## config.mk

```make
export PLATFORM = sky130hd
export DESIGN_NAME = trng_harvester
export DESIGN_NICKNAME = d
export VERILOG_FILES = /design/src/rtl/trng_pkg.sv /design/src/rtl/trng_sync.sv /design/src/rtl/trng_harvester.sv
export SDC_FILE = /design/constraint.sdc
export NUM_CORES = 1
export LEC_CHECK = 0
export ABC_AREA = 1
export CORE_MARGIN = 5
export CORE_UTILIZATION = 40
export CTS_CLUSTER_DIAMETER = 120
export DETAILED_ROUTE_END_ITERATION = 7
export GPL_TIMING_DRIVEN = 0
export PLACE_DENSITY = 0.63
export SYNTH_ARGS = -nofsm -noshare
export SYNTH_HDL_FRONTEND = slang
export SYNTH_SLANG_ARGS = --single-unit
```

## constraint.sdc

```tcl
create_clock -name clk -period 1.8 [get_ports clk]
set_input_delay 0.27 -clock clk [delete_from_list [all_inputs] [get_ports clk]]
set_output_delay 0.27 -clock clk [all_outputs]
set_load 0.03 [all_outputs]
```

## src/rtl/trng_pkg.sv

```systemverilog
// Shared types and defaults for the metastable-latch entropy harvester.
// Optional von Neumann debiaser is enabled by defining TRNG_HARVESTER_VN_DEBIAS_EN.
package trng_pkg;

  typedef enum logic [2:0] {
    IDLE,
    ARM,
    SETTLE,
    CAPTURE,
    STALL
  } state_t;

  localparam int DEF_CHANNELS    = 8;
  localparam int DEF_WORD_W      = 8;
  localparam int DEF_SYNC_STAGES = 2;
  localparam int DEF_REP_LIMIT   = 16;

  // rep_cnt must be able to hold REP_LIMIT itself
  localparam int DEF_REP_W = $clog2(DEF_REP_LIMIT + 1);

  function automatic int rep_width(input int limit);
    return $clog2(limit + 1);
  endfunction

endpackage

```

## src/rtl/trng_sync.sv

```systemverilog
// Single-bit multi-flop synchroniser for one asynchronous latch output.
module trng_sync #(
  parameter int STAGES = 2
) (
  input  logic clk,
  input  logic rst,
  input  logic d,
  output logic q
);

  logic [STAGES-1:0] chain_reg;

  always_ff @(posedge clk or posedge rst) begin
    if (rst) chain_reg <= '0;
    else     chain_reg <= {chain_reg[STAGES-2:0], d};
  end

  assign q = chain_reg[STAGES-1];

endmodule

```

## src/rtl/trng_harvester.sv

```systemverilog
// Entropy harvester: release/freeze sequencing, XOR combine, optional debias, word packing, health test.
// Define TRNG_HARVESTER_VN_DEBIAS_EN to insert the von Neumann debiaser between capture and packing.
module trng_harvester
  import trng_pkg::*;
#(
  parameter int CHANNELS    = DEF_CHANNELS,
  parameter int WORD_W      = DEF_WORD_W,
  parameter int SYNC_STAGES = DEF_SYNC_STAGES,
  parameter int REP_LIMIT   = DEF_REP_LIMIT
) (
  input  logic                clk,
  input  logic                rst,
  input  logic                gen_en,
  input  logic [CHANNELS-1:0] cell_q,
  output logic                cell_freeze,
  output logic [WORD_W-1:0]   word_data,
  output logic                word_valid,
  input  logic                word_ready,
  output logic                health_fail
);

  localparam int REP_W = rep_width(REP_LIMIT);
  localparam int CNT_W = $clog2(WORD_W + 1);
  localparam int SET_W = $clog2(SYNC_STAGES + 1);

  logic [CHANNELS-1:0] sync_q;

  generate
    for (genvar gi = 0; gi < CHANNELS; gi++) begin : g_sync
      trng_sync #(.STAGES(SYNC_STAGES)) u_sync (
        .clk (clk),
        .rst (rst),
        .d   (cell_q[gi]),
        .q   (sync_q[gi])
      );
    end
  endgenerate

  state_t            state_reg, state_next;
  logic [SET_W-1:0]  settle_cnt_reg;
  logic              cell_freeze_reg;
  logic              first_reg;
  logic              last_raw_reg;
  logic [REP_W-1:0]  rep_cnt_reg;
  logic              health_fail_reg;
  logic [WORD_W-1:0] shift_reg;
  logic [CNT_W-1:0]  bit_cnt_reg;
  logic [WORD_W-1:0] word_data_reg;
  logic              word_valid_reg;

  logic              raw;
  logic              capture;
  logic [REP_W-1:0]  rep_cnt_next;
  logic              health_trip;
  logic              emit;
  logic              emit_bit;
  logic              word_done;
  logic [WORD_W-1:0] done_word;
  logic              can_load;
  logic              load_capture;
  logic              load_stall;

  assign raw     = ^sync_q;
  assign capture = (state_reg == CAPTURE) && gen_en && !health_fail_reg;

  assign rep_cnt_next = (!first_reg && (raw == last_raw_reg)) ? rep_cnt_reg + REP_W'(1)
                                                              : REP_W'(1);
  assign health_trip  = capture && (rep_cnt_next == REP_W'(REP_LIMIT));

`ifdef TRNG_HARVESTER_VN_DEBIAS_EN
  logic pair_full_reg;
  logic pair_bit_reg;

  // A pair emits its first bit only when the two bits differ
  assign emit     = capture && pair_full_reg && (pair_bit_reg != raw);
  assign emit_bit = pair_bit_reg;

  always_ff @(posedge clk or posedge rst) begin
    if (rst) begin
      pair_full_reg <= 1'b0;
      pair_bit_reg  <= 1'b0;
    end else if (!gen_en) begin
      pair_full_reg <= 1'b0;
      pair_bit_reg  <= 1'b0;
    end else if (capture) begin
      pair_full_reg <= !pair_full_reg;
      pair_bit_reg  <= pair_full_reg ? 1'b0 : raw;
    end
  end
`else
  assign emit     = capture;
  assign emit_bit = raw;
`endif

  // Shifting in at the MSB leaves the first emitted bit in bit 0 once the word is full
  assign done_word    = {emit_bit, shift_reg[WORD_W-1:1]};
  assign word_done    = emit && (bit_cnt_reg == CNT_W'(WORD_W - 1));
  assign can_load     = !word_valid_reg || word_ready;
  assign load_capture = word_done && can_load && !health_trip;
  assign load_stall   = (state_reg == STALL) && gen_en && !health_fail_reg && can_load;

  always_comb begin
    state_next = state_reg;
    case (state_reg)
      IDLE:    if (gen_en && !health_fail_reg) state_next = ARM;
      ARM:     state_next = SETTLE;
      SETTLE:  if (settle_cnt_reg == SET_W'(SYNC_STAGES - 1)) state_next = CAPTURE;
      CAPTURE: begin
        if (health_trip)                 state_next = IDLE;
        else if (word_done && !can_load) state_next = STALL;
        else                             state_next = ARM;
      end
      STALL:   if (can_load) state_next = ARM;
      default: state_next = IDLE;
    endcase
    if (state_reg != IDLE && (!gen_en || health_fail_reg)) state_next = IDLE;
  end

  always_ff @(posedge clk or posedge rst) begin
    if (rst) begin
      state_reg       <= IDLE;
      settle_cnt_reg  <= '0;
      cell_freeze_reg <= 1'b1;
    end else begin
      state_reg       <= state_next;
      settle_cnt_reg  <= (state_reg == SETTLE) ? settle_cnt_reg + SET_W'(1) : '0;
      cell_freeze_reg <= (state_next != ARM);
    end
  end

  always_ff @(posedge clk or posedge rst) begin
    if (rst) begin
      first_reg       <= 1'b1;
      last_raw_reg    <= 1'b0;
      rep_cnt_reg     <= '0;
      health_fail_reg <= 1'b0;
    end else begin
      if (health_trip) health_fail_reg <= 1'b1;
      if (!gen_en || state_reg == IDLE) begin
        first_reg   <= 1'b1;
        rep_cnt_reg <= '0;
      end else if (capture) begin
        first_reg    <= 1'b0;
        last_raw_reg <= raw;
        rep_cnt_reg  <= rep_cnt_next;
      end
    end
  end

  always_ff @(posedge clk or posedge rst) begin
    if (rst) begin
      shift_reg   <= '0;
      bit_cnt_reg <= '0;
    end else if (!gen_en) begin
      shift_reg   <= '0;
      bit_cnt_reg <= '0;
    end else if (emit) begin
      // A completed word that cannot be loaded stays here while the FSM stalls
      if (word_done) begin
        shift_reg   <= (load_capture || health_trip) ? '0 : done_word;
        bit_cnt_reg <= '0;
      end else begin
        shift_reg   <= done_word;
        bit_cnt_reg <= bit_cnt_reg + CNT_W'(1);
      end
    end else if (load_stall) begin
      shift_reg <= '0;
    end
  end

  always_ff @(posedge clk or posedge rst) begin
    if (rst) begin
      word_data_reg  <= '0;
      word_valid_reg <= 1'b0;
    end else if (load_capture) begin
      word_data_reg  <= done_word;
      word_valid_reg <= 1'b1;
    end else if (load_stall) begin
      word_data_reg  <= shift_reg;
      word_valid_reg <= 1'b1;
    end else if (word_valid_reg && word_ready) begin
      word_valid_reg <= 1'b0;
    end
  end

  assign cell_freeze = cell_freeze_reg;
  assign word_data   = word_data_reg;
  assign word_valid  = word_valid_reg;
  assign health_fail = health_fail_reg;

endmodule

```

**Word level (Yosys, flattened, before mapping)**

Cells that the tools add are included.

- Add/sub/neg operators: 3
- Equal/unequal tests: 11
- Muxes and demuxes: 26
- Bitwise logic cells: 1
- Reductions and logical operators: 31

Operator list:

| operator | count |
|---|---|
| 8-bit 2-to-1 mux | 7 |
| 3-bit 2-to-1 mux | 6 |
| 5-bit 2-to-1 mux | 3 |
| 3-bit one-hot mux with 5 select lines | 1 |
| 1-bit logical AND | 14 |
| 4-bit 2-to-1 mux | 3 |
| 8-bit XOR reduction | 1 |
| 3-bit by 2-bit equality test with 1-bit output (second input constant) | 2 |
| 1-bit zero test | 6 |
| 3-bit by 1-bit != test with 1-bit output (second input constant) | 2 |
| 3-bit nonzero test | 2 |
| 5-bit by 1-bit adder with 5-bit output (second input constant) | 1 |
| 5-bit equality test (second input constant) | 1 |
| 1-bit 2-to-1 mux | 5 |
| 4-bit by 1-bit adder with 4-bit output (second input constant) | 1 |
| 4-bit by 3-bit equality test with 1-bit output (second input constant) | 1 |
| 1-bit logical OR | 4 |
| 2-bit nonzero test | 2 |
| 3-bit by 1-bit equality test with 1-bit output (second input constant) | 1 |
| 3-bit equality test (second input constant) | 1 |
| 3-bit zero test | 1 |
| 2-bit by 1-bit adder with 2-bit output (second input constant) | 1 |
| 2-bit by 1-bit equality test with 1-bit output (second input constant) | 1 |
| 2-bit 2-to-1 mux | 1 |
| other kinds (4) | 4 |

- Register bits: 51
- Input port bits: 12
- Output and inout bits: 11
- Logic and storage cells: 91

**Logic depth before layout (Yosys ltp)**

- Word-level depth: 13
- Depth in mapped cells: 13
- Mapped depth without buffers: 13

**Cells and area by module**

From an unflattened synthesis, not the netlist that was laid out.

- Cell total of the unflattened synthesis: 269
- Area, all modules: 2369.8 µm²

By module, submodules not included:

| module | instances | cells an instance | area each (µm²) | sequential area each (µm²) |
|---|---|---|---|---|
| trng_harvester | 1 | 245 | 1939.4 | 878.3 |
| trng_sync | 8 | 3 | 53.8 | 50.0 |

**Least setup slack after synthesis**

Ideal clock, no wire load.

- Path kind: register -> register
- From: reg health_fail_reg (netlist: health_fail)
- To: reg shift_reg[0]
- Setup time: 0.119 ns
- Data arrival time: 1.624 ns
- Path slack: 0.057 ns
- Stages on the path, launching flop included: 9
- Buffers on the path: 0
- Period minus slack after synthesis: 1.743 ns
- Cells stage by stage: dfrtp_1 inv_1 nand2_2 nor2_8 inv_4 nor4_4 nor2_2 nand3_1 nand2_1

- Longest elaborated chain between the ends: 10
- Elaborated cells between the ends (all ways): 15
- Classes of those cells: 1 x eq/ne; 4 x mux; 10 x reduce/logical

Ends and longest elaborated chain:

| item | line | RTL |
|---|---|---|
| from (decl) | trng_harvester.sv:45 | `logic health_fail_reg;` |
| from (signal assigned) | trng_harvester.sv:136 | `health_fail_reg <= 1'b0;` |
| from (signal assigned) | trng_harvester.sv:138 | `if (health_trip) health_fail_reg <= 1'b1;` |
| 1-bit zero test (*) | trng_harvester.sv:64, trng_harvester.sv:100 |  |
| 1-bit logical AND | trng_harvester.sv:64 | `assign capture = (state_reg == CAPTURE) && gen_en && !health_fail_reg;` |
| 1-bit logical AND (on tied branches) | trng_harvester.sv:97, trng_harvester.sv:68 |  |
| 1-bit logical AND or 1-bit zero test (tied branches) | trng_harvester.sv:99 | `assign load_capture = word_done && can_load && !health_trip;` |
| 1-bit logical AND | trng_harvester.sv:99 |  |
| 1-bit logical OR | trng_harvester.sv:160 | `shift_reg <= (load_capture \|\| health_trip) ? '0 : done_word;` |
| 8-bit 2-to-1 mux | trng_harvester.sv:160 |  |
| 8-bit 2-to-1 mux | trng_harvester.sv:159 | `if (word_done) begin` |
| 8-bit 2-to-1 mux | trng_harvester.sv:157 | `end else if (emit) begin` |
| 8-bit 2-to-1 mux | trng_harvester.sv:154 | `end else if (!gen_en) begin` |
| to (signal assigned) | trng_harvester.sv:160 |  |
| to (signal assigned) | trng_harvester.sv:163 | `shift_reg <= done_word;` |
| to (decl) | trng_harvester.sv:46 | `logic [WORD_W-1:0] shift_reg;` |

Mark *: on every way between the ends. The rest lies on a longest branch, timed or not.
A chain may end at the register's enable or synchronous reset.

**Final worst setup path**

- From: reg cell_freeze_reg (netlist: cell_freeze)
- To: out cell_freeze

RTL lines:

| item | line | RTL |
|---|---|---|
| from (decl) | trng_harvester.sv:41 | `logic cell_freeze_reg;` |
| from (signal assigned) | trng_harvester.sv:127 | `cell_freeze_reg <= (state_next != ARM);` |
| to (decl) | trng_harvester.sv:15 | `output logic cell_freeze,` |

No word-level cell between the ends.

==> run summary <==
Area fraction of the dominant cell type after synthesis = 53.1%
Worst setup EP type = primary output
Util after Layout = 53.5%
Syn_nets = 276
Max stage delay on crit path = 650 ps
N_diodes = 0
Power, Total = 2.02 mW
Measured slew at the worst slew-check pin = 557 ps
DRC Markers = 0
I/O Buffers = 22
Placed insts = 356
Worst EP arrival = 1480 ps
# hold bufs at CTS = 0
Initial DRC Count = 112
Critical path buffers and inverters = 1
Starting density of the core = 41.4%
CTS tree = yes
Largest delay contributor family on the critical path = buffers and inverters
Status = completed
Endpoints failing setup = 0
First-pass GRT wire length = 7.76 mm
Worst-path cell chain = clkdlybuf4s50_1
Worst-path clk slew = 90 ps
Max cap viols = 0
Fin crit period = 1750 ps
Max-Slew Margin vs Limit = 62.8%
Critical-path top delay cell = clkdlybuf4s50_1
Routed WL = 4.56 mm
Routed Antenna Nets = 0
Clock tree buffer depth = 2
Fmax = 572 MHz
CP Data Required Time = 1530 ps
Layout cells sized above 1 = 20.2%
Element type at the critical path start = flop
Die width = 86.0 µm
I/O pin count = 23
WL per Instance = 12.2 µm
GPL Wtd Cong = 0.783
Detail Placement HPWL = 3.15 mm
CP Class = flop to primary output
Yosys cell types = 29
Sequential fraction of the synthesis area = 55.4%
#FFs+latches synth = 51
Critical path startpoint = cell_freeze
Top cells by area, synth = dfrtp_1 (53%), nand2_1 (12%), nand3_1 (10%)
Number of synthesized flops with an enable pin = 0
Die height = 86.0 µm
Worst skew pair latency = 300 ps
Die area = 7390 µm²
CTS buffer count = 5
Post-Synthesis Cell Area = 2310 µm²
Area leader, netlist = dfrtp_1
Fin Clk Skew = 5.51 ps
Num rows = 27
Dominant synthesized flop cell = dfrtp_1
Clk sinks = 51
Initial DRT Pass Iterations = 4
Max-slew violations = 0
Avg Synthesized Cell Area = 8.85 µm²
Vias = 1839
Clock Root Buffer = clkbuf_8
Largest net degree at the start of global routing = 27
Reg-to-reg startpoint = rep_cnt_reg[0]
DR vias/cell = 4.92
Area growth syn-to-layout = 29.2%
Leak = 1.46 nW
Vias in the first global route = 1748
Gr ovfl total = 0
Post-Layout Cell Count = 374
H-tree depth = 2
Final Hold Fails = 0
PD cells = 677 nW/µm²
Cells after Synth = 261
Hold/Removal Path Class = input port to asynchronous set/reset pin
Peak supply drop = 0.384 mV
CP max FO = 1
Fin nets = 316
Number of antenna violations at the first check in global routing = 0
Core footprint = 5570 µm²
Async SR Flop Fraction = 100%
Max reg flops = 16
Global Route Usage Sum = 13.0%
Tcrit/Tclk final = 97.1%
Syn. warnings = 0
-- through the flow --
stage	hold WS (ps)	setup TNS [ps]	area, µm²	worst slack, ps
global placement	333	-43820	2620	-660
global route	361	-295	2980	-53.4
CTS	342	0	2800	1.54
detailed placement	335	-10810	2640	-544
floorplan	301	0	2310	56.8
finish	330	0	2980	52.2
-- power by group --
part | internal (mW) | switching [mW] | total (mW)
registers | 1.16 | 0.00998 | 1.17
clock network | 0.350 | 0.365 | 0.715
logic | 0.0535 | 0.0777 | 0.131
total | 1.57 | 0.453 | 2.02
-- worst paths after layout --
path | to | slack (ps) | depth (start not counted)
setup / recovery | cell_freeze | 50 | 1
hold / removal | g_sync[6].u_sync.chain_reg[0] | 330 | 2
setup reg to reg | word_data[0] | 110 | 8
hold reg to reg | g_sync[1].u_sync.chain_reg[1] | 350 | 0
max in group asynchronous | cell_freeze | 880 | 3
min in group clk | g_sync[1].u_sync.chain_reg[1] | 350 | 0
-- synth_stat cells (2+ instances only) --
cell / instances
nand3_1: 48
nand2_2: 3
inv_1: 30
o31ai_1: 3
dfrtp_1: 49
nor2_2: 3
ha_1: 3
nand3b_1: 2
xnor2_1: 2
a21oi_1: 3
o22ai_1: 3
nor2_1: 16
o21ai_0: 4
nand4_1: 2
dfstp_2: 2
xor2_1: 2
nand2_1: 74
-- kinds of logic after synthesis --
family,Yosys count,synth area share (%)
compound gates,15,4.01
flops,51,55.4
fa+ha+maj,3,1.63
xor+xnor,4,1.52
buf+inv,34,5.69
simple gates,154,31.8
-- timing repair --
| item | 4_1_cts | 5_1_grt |
|---|---|---|
| buffers inserted | 5 | 3 |
| pin swaps | 5 | 16 |
| gates resized for setup | 7 | 35 |
| setup endpoints to repair | 18 | 17 |
| cloned | 0 | 2 |
-- layer usage --
layer	routed length, µm	track usage (%)	vias to the layer above
met4	51	4.46	0
met1	2080	16.9	869
met5	0	0	-
li1	-	-	928
met2	2190	20.9	37
met3	237	3.55	5
-- cell type report --
| cell class | count | area [µm²] |
|---|---|---|
| buffer | 2 | 15.0 |
| clock buffer | 7 | 96.3 |
| clock inverter | 1 | 7.51 |
| fill | 485 | 2590 |
| inverter | 32 | 125 |
| multi-input combinational | 177 | 1050 |
| sequential | 51 | 1280 |
| tap | 72 | 90.1 |
| timing repair buffer | 32 | 318 |
-- cells in the final DEF (no fill, tap or decap), drive strengths merged --
| cell type | count |
|---|---|
| o41ai | 1 |
| o22ai | 3 |
| nand4 | 3 |
| o211ai | 1 |
| ha | 3 |
| inv | 32 |
| nor4 | 1 |
| nand3b | 2 |
| xor2 | 2 |
| nor2 | 20 |
| xnor2 | 2 |
| clkdlybuf4s50 | 21 |
| clkbuf | 8 |
| nand2 | 79 |
| o21ai | 4 |
| o31ai | 3 |
| a21oi | 3 |
| nor3 | 2 |
| dfrtp | 49 |
| dlygate4sd2 | 1 |
| buf | 11 |
| clkinvlp | 1 |
| dfstp | 2 |
| nand3 | 48 |
Note: power is estimated with default switching activity, not from simulation.
